$ cat config.mk
export PLATFORM = sky130hd
export DESIGN_NAME = ebus_master
export DESIGN_NICKNAME = d
export VERILOG_FILES = /design/src/rtl/ebus_pkg.sv /design/src/rtl/ebus_timeout.sv /design/src/rtl/ebus_master.sv
export SDC_FILE = /design/constraint.sdc
export NUM_CORES = 1
export LEC_CHECK = 0
export CORE_ASPECT_RATIO = 0.5
export CORE_MARGIN = 10
export CORE_UTILIZATION = 40
export DETAILED_ROUTE_END_ITERATION = 10
export GPL_ROUTABILITY_DRIVEN = 0
export PLACE_DENSITY_LB_ADDON = 0.15
export SLEW_MARGIN = 10
export SYNTH_ARGS = -nofsm -noshare
export SYNTH_HDL_FRONTEND = slang
export SYNTH_SLANG_ARGS = --single-unit
$ cat constraint.sdc
create_clock -name clk -period 2.2 [get_ports clk]
set_clock_uncertainty 0.15 [all_clocks]
set_input_delay 0.22 -clock clk [delete_from_list [all_inputs] [get_ports clk]]
set_output_delay 0.22 -clock clk [all_outputs]
set_load 0.01 [all_outputs]
$ cat src/rtl/ebus_pkg.sv
// ebus_pkg: shared EBUS definitions. Function codes are imported by the
// master and by every responder so both sides agree on the encoding.
package ebus_pkg;

    // EBUS function codes; 4-7 are reserved and rejected by the master.
    localparam logic [0:2] EBUS_CONO  = 3'd0;
    localparam logic [0:2] EBUS_CONI  = 3'd1;
    localparam logic [0:2] EBUS_DATAO = 3'd2;
    localparam logic [0:2] EBUS_DATAI = 3'd3;

    typedef enum logic [2:0] {
        S_IDLE,
        S_REQ,
        S_SETUP,
        S_DEMAND,
        S_RELEASE,
        S_DONE
    } ebusState_e;

    // Reads take data from the responder; the master never drives the lines.
    function automatic logic isRead(input logic [0:2] func);
        return (func == EBUS_CONI) || (func == EBUS_DATAI);
    endfunction

    // Bit 0 is the MSB in EBUS numbering, so it marks codes 4-7.
    function automatic logic isReserved(input logic [0:2] func);
        return func[0];
    endfunction

endpackage

$ cat src/rtl/ebus_timeout.sv
// ebus_timeout: loadable down-counter that stops at zero. Used by the
// master to time CS/F setup and to bound the demand/release wait.
module ebus_timeout #(
    parameter int WIDTH = 8
) (
    input  logic             clk,
    input  logic             resetN,
    input  logic             load,
    input  logic [WIDTH-1:0] loadValue,
    input  logic             enable,
    output logic             expired
);

    logic [WIDTH-1:0] count;

    // Load wins over counting; the count parks at zero until reloaded.
    always_ff @(posedge clk) begin
        // NOTE: all sequential state uses non-blocking assignments so every
        // register samples pre-edge values regardless of block ordering.
        if (!resetN) begin
            count <= '0;
        end else if (load) begin
            count <= loadValue;
        end else if (enable && (count != '0)) begin
            count <= count - 1'b1;
        end
    end

    assign expired = (count == '0);

endmodule

$ cat src/rtl/ebus_master.sv
// ebus_master: EBOX-side EBUS sequencer, one CONO/CONI/DATAO/DATAI transfer
// per start pulse: request, CS/F setup, demand, transfer, release.
// Optional feature: define EBUS_TIMEOUT_EN to abort a transfer whose
// responder does not finish the handshake within TIMEOUT_CYCLES.
module ebus_master
    import ebus_pkg::*;
#(
    parameter int SETUP_CYCLES   = 2,
    parameter int TIMEOUT_CYCLES = 255
) (
    input  logic        clk,
    input  logic        resetN,
    input  logic        start,
    input  logic [0:6]  cs,
    input  logic [0:2]  func,
    input  logic [0:35] wrData,
    output logic        busy,
    output logic        done,
    output logic        err,
    output logic [0:35] rdData,
    output logic        ebusReq,
    input  logic        ebusGrant,
    output logic [0:6]  ebusCS,
    output logic [0:2]  ebusF,
    output logic        ebusDemand,
    input  logic        ebusXfer,
    output logic        ebusDriveEn,
    output logic [0:35] EBUS_OUT,
    input  logic [0:35] EBUS
);

    if (SETUP_CYCLES < 1 || TIMEOUT_CYCLES < 2) begin : gBadParams
        $error("ebus_master: need SETUP_CYCLES >= 1 and TIMEOUT_CYCLES >= 2");
    end

    // Setup counter holds SETUP_CYCLES-1 so DEMAND follows after exactly
    // SETUP_CYCLES cycles in SETUP.
    localparam int SETUP_W = $clog2(SETUP_CYCLES + 1);
    localparam logic [SETUP_W-1:0] SETUP_LOAD = SETUP_W'(SETUP_CYCLES - 1);

    ebusState_e  state;
    logic [0:6]  latCS;
    logic [0:2]  latFunc;
    logic [0:35] latData;
    logic        setupLoad;
    logic        setupExpired;
    logic        timeoutHit;

    assign setupLoad = (state == S_REQ) && ebusGrant;

    ebus_timeout #(.WIDTH(SETUP_W)) uSetup (
        .clk       (clk),
        .resetN    (resetN),
        .load      (setupLoad),
        .loadValue (SETUP_LOAD),
        .enable    (state == S_SETUP),
        .expired   (setupExpired)
    );

`ifdef EBUS_TIMEOUT_EN
    // Counts TIMEOUT_CYCLES-1 down to zero across DEMAND and RELEASE; the
    // abort fires on the edge that would be the TIMEOUT_CYCLES-th wait cycle.
    localparam int TO_W = $clog2(TIMEOUT_CYCLES);
    localparam logic [TO_W-1:0] TO_LOAD = TO_W'(TIMEOUT_CYCLES - 1);

    logic inWait;
    logic enterDemand;
    logic toExpired;

    assign inWait      = (state == S_DEMAND) || (state == S_RELEASE);
    assign enterDemand = (state == S_SETUP) && ebusGrant && setupExpired;

    ebus_timeout #(.WIDTH(TO_W)) uTimeout (
        .clk       (clk),
        .resetN    (resetN),
        .load      (enterDemand),
        .loadValue (TO_LOAD),
        .enable    (inWait),
        .expired   (toExpired)
    );

    assign timeoutHit = inWait && toExpired;
`else
    assign timeoutHit = 1'b0;
`endif

    // Sequencer: state and every output register updated on the same edge.
    always_ff @(posedge clk) begin
        if (!resetN) begin
            state       <= S_IDLE;
            latCS       <= '0;
            latFunc     <= '0;
            latData     <= '0;
            busy        <= 1'b0;
            done        <= 1'b0;
            err         <= 1'b0;
            rdData      <= '0;
            ebusReq     <= 1'b0;
            ebusCS      <= '0;
            ebusF       <= '0;
            ebusDemand  <= 1'b0;
            ebusDriveEn <= 1'b0;
            EBUS_OUT    <= '0;
        end else begin
            // NOTE: done/err default low here so they pulse for exactly the
            // one edge that sets them, without per-state clearing.
            done <= 1'b0;
            err  <= 1'b0;
            case (state)
                S_IDLE: begin
                    if (start) begin
                        latCS   <= cs;
                        latFunc <= func;
                        latData <= wrData;
                        busy    <= 1'b1;
                        if (isReserved(func)) begin
                            state <= S_DONE;
                            done  <= 1'b1;
                            err   <= 1'b1;
                        end else begin
                            state   <= S_REQ;
                            ebusReq <= 1'b1;
                        end
                    end
                end
                S_REQ: begin
                    if (ebusGrant) begin
                        state       <= S_SETUP;
                        ebusCS      <= latCS;
                        ebusF       <= latFunc;
                        ebusDriveEn <= !isRead(latFunc);
                        EBUS_OUT    <= isRead(latFunc) ? '0 : latData;
                    end
                end
                S_SETUP: begin
                    if (!ebusGrant) begin
                        state       <= S_REQ;
                        ebusCS      <= '0;
                        ebusF       <= '0;
                        ebusDriveEn <= 1'b0;
                        EBUS_OUT    <= '0;
                    end else if (setupExpired) begin
                        state      <= S_DEMAND;
                        ebusDemand <= 1'b1;
                    end
                end
                S_DEMAND, S_RELEASE: begin
                    if (timeoutHit || (state == S_RELEASE && !ebusXfer)) begin
                        state       <= S_DONE;
                        done        <= 1'b1;
                        err         <= timeoutHit;
                        ebusReq     <= 1'b0;
                        ebusDemand  <= 1'b0;
                        ebusCS      <= '0;
                        ebusF       <= '0;
                        ebusDriveEn <= 1'b0;
                        EBUS_OUT    <= '0;
                    end else if (state == S_DEMAND && ebusXfer) begin
                        state      <= S_RELEASE;
                        ebusDemand <= 1'b0;
                        if (isRead(latFunc)) begin
                            rdData <= EBUS;
                        end
                    end
                end
                S_DONE: begin
                    state <= S_IDLE;
                    busy  <= 1'b0;
                end
                default: state <= S_IDLE;
            endcase
        end
    end

endmodule

==> impl_metrics.tcl <==
set metrics [dict create \
    cp.arrival_ns 2.02 \
    overflow 0 \
    critical_path.cell_chain "or3b_1 > nor2_1 > nor2_4 > buf_12 > mux2i_1" \
    cts_hold_buf 0 \
    area_growth_pct 47.7 \
    p_sw_frac 0.281 \
    period_minus_slack_ns 1.89 \
    r2r-start "state[2]" \
    ios 175 \
    vias_per_cell 4.81 \
    worstHoldStart "resetN" \
    hold_path_depth 3 \
    status "finished clean" \
    cts_post_setup_buffers_inserted 0 \
    grt_max_degree 47 \
    clk_pin_slew_ns 0.06 \
    vias 4760 \
    worstRegToRegCells 5 \
    critPathKind "register to register" \
    cp_data_required_time_ns 2.33 \
    initial_core_util 0.413 \
    track_usage 0.162 \
    grt_pass1_vias 4830 \
    hold_class "primary input to register" \
    power_frac_clock 0.410 \
    syn_inst 642 \
    fillers 1121 \
    setup_ws_ns 0.313 \
    finalMaxSlewViolations 0 \
    pre_cts_ws_ns 0.114 \
    p_switching_mw 1.96 \
    final_common_cell "nand2_1" \
    synth_area_um2 5280 \
    dieArea_um2 18500 \
    wl_um 15300 \
    die_x_um 182 \
    ff2ff_setup_slack_ns 0.31 \
    ys_seq_area_frac 0.527 \
    cts.sinks 139 \
    fin_area_um2 7800 \
    p_leak_nw 2.98 \
    seqPwrFrac 0.403 \
    clock_latency_ns 0.41 \
    drcViolationCount 0 \
    max_freq_ghz 0.530 \
    antenna_found_initial 1 \
    synth_warnings 0 \
    firstDrtPassIters 4 \
    rr_endpoint "EBUS_OUT[13]" \
    cellPowerDensity_nw_per_um2 894 \
    rsz0062_at_grt "no" \
    tns_ns 0 \
    cts_resized 0 \
    start_kind "register" \
    cts_tree "yes" \
    synth_seq_cells 139 \
    ant_nets 0 \
    grt_pass1_wl_um 24500 \
    io_buffers 174 \
    max_slew_margin 0.542 \
    drive_gt1_frac 0.0696 \
    cpPeakStageDelay_ns 0.49 \
    min_to "done" \
    ys_types 34 \
    wl_per_cell_um 15.5 \
    clock-root-buffer "clkbuf_16" \
    fin_crit_sh 0.858 \
    hpwl_um 10600 \
    cap_violations 0 \
    synth_fp_nets 730 \
    cp_num_buf_inv 1 \
    finalSetupViolations 0 \
    worst_pin_slew_ns 0.687 \
    peakVddDrop_mv 0.505 \
    intPower_mw 5.01 \
    place_area_um2 7210 \
    p_comb_frac 0.187 \
    end_kind "register" \
    ctsLongestPathBuffers 2 \
    finalHoldViolCount 0 \
    layout_common_cells "nand2_1, clkdlybuf4s50_1, dfxtp_1" \
    synth.avg_cell_area_um2 8.22 \
    cts_buffers 17 \
    h-tree-depth 4 \
    die_h_um 101 \
    diodes 0 \
    drt_iter0_markers 196 \
    cpLargestDelayFamily "simple AND/OR/NAND/NOR gates" \
    fin_nets 894 \
    core_area_um2 12800 \
    slowest_stage "dfxtp_1" \
    path_max_fanout 40 \
    num_rows 29 \
]
==> Yosys cell counts <==
cell type | n | area share
and3b_1 | 1 | 0.0017
o21a_1 | 1 | 0.0014
dfxtp_1 | 139 | 0.53
nand3b_1 | 4 | 0.0057
clkinv_1 | 1 | 0.00071
nor2_2 | 1 | 0.0012
or4b_1 | 1 | 0.0019
nor3b_1 | 2 | 0.0028
and3_1 | 2 | 0.0024
o211ai_1 | 1 | 0.0014
o41ai_1 | 1 | 0.0017
or2_2 | 1 | 0.0012
buf_6 | 4 | 0.0085
nor3_1 | 1 | 0.00095
or3b_1 | 2 | 0.0033
a2bb2oi_1 | 1 | 0.0017
nand4b_1 | 1 | 0.0017
nand2_1 | 266 | 0.19
nand2b_1 | 5 | 0.0059
a221oi_1 | 1 | 0.0017
nor2_1 | 12 | 0.0085
o221ai_1 | 1 | 0.0017
a21oi_1 | 88 | 0.083
inv_1 | 3 | 0.0021
a211oi_1 | 1 | 0.0014
buf_2 | 20 | 0.019
o21ai_0 | 3 | 0.0028
nor4b_1 | 2 | 0.0033
mux2i_1 | 48 | 0.091
o22ai_1 | 1 | 0.0012
ha_1 | 1 | 0.0024
clkbuf_1 | 24 | 0.017
and4_1 | 1 | 0.0017
mux2_2 | 1 | 0.0021
==> registers in the layout (all words and copies together) (netlist names) <==
name,flops
state,3
done,1
err,1
ebusCS,7
ebusDemand,1
EBUS_OUT,36
ebusDriveEn,1
uSetup.count,2
rdData,36
ebusReq,1
busy,1
latFunc,3
latData,36
latCS,7
ebusF,3
==> worst register-to-register path, delay by kind of cell (launching register included) <==
kind          cells  cell delay, ns
mux               1            0.18
buf+inv           1            0.20
flops             1            0.49
simple gates      3            0.74
==> stage by stage <==
step	hold WS, ns	util	total power, mW	cells
detailed placement	0.296	0.565	4.18	957
CTS	0.0283	0.610	7.05	989
finish	0.0358	0.610	6.97	989
global placement	0.287	0.565	4.16	957
floorplan	0.206	-	3.65	642
global route	0.0342	0.610	7.29	989
==> power by group through the flow <==
stage | combinational, mW | sequential (mW) | clock, mW
2_1_floorplan | 0.796 | 2.86 | 0
3_3_place_gp | 1.30 | 2.86 | 0
3_5_place_dp | 1.32 | 2.87 | 0
4_1_cts | 1.32 | 2.81 | 2.91
5_1_grt | 1.43 | 2.83 | 3.03
6_report | 1.30 | 2.81 | 2.85
==> how the worst max path moves through the flow <==
stage,slack (ns),start,endpoint,cells after the start
4_1_cts,0.33,state[2],EBUS_OUT[24],5
2_1_floorplan,0.56,state[2],rdData[10],7
5_1_grt,0.23,state[0],rdData[30],4
3_5_place_dp,0.11,start,latData[27],5
3_3_place_gp,0.18,ebusGrant,EBUS_OUT[12],6
6_report,0.31,state[2],EBUS_OUT[13],5
==> kinds of logic (layout without fill, tap and decap cells) <==
group | Yosys count | in the layout | synth area share
AO/OA/AOI/OAI | 99 | 99 | 0.0984
adder cells (fa/ha/maj) | 1 | 1 | 0.00237
buffers and inverters | 52 | 229 | 0.0474
flip-flops | 139 | 139 | 0.527
multiplexers | 49 | 49 | 0.0932
AND/OR/NAND/NOR | 302 | 302 | 0.231
==> area by class of cell <==
class                      count  area, um^2  area share
clock buffer                  18         429      0.0550
clock inverter                14         156      0.0201
inverter                       4        15.0     0.00193
multi-input combinational    451        2260       0.290
sequential                   139        2780       0.357
tap                          170         213      0.0273
timing repair buffer         193        1940       0.249
==> metal layers <==
metal	track usage	up-vias	share of wire
met5	0	-	0.00046
met4	0.0590	2	0.013
met3	0.0794	16	0.10
met2	0.265	131	0.46
met1	0.184	2191	0.42
li1	-	2420	-
(Power assumes the default switching activity.)
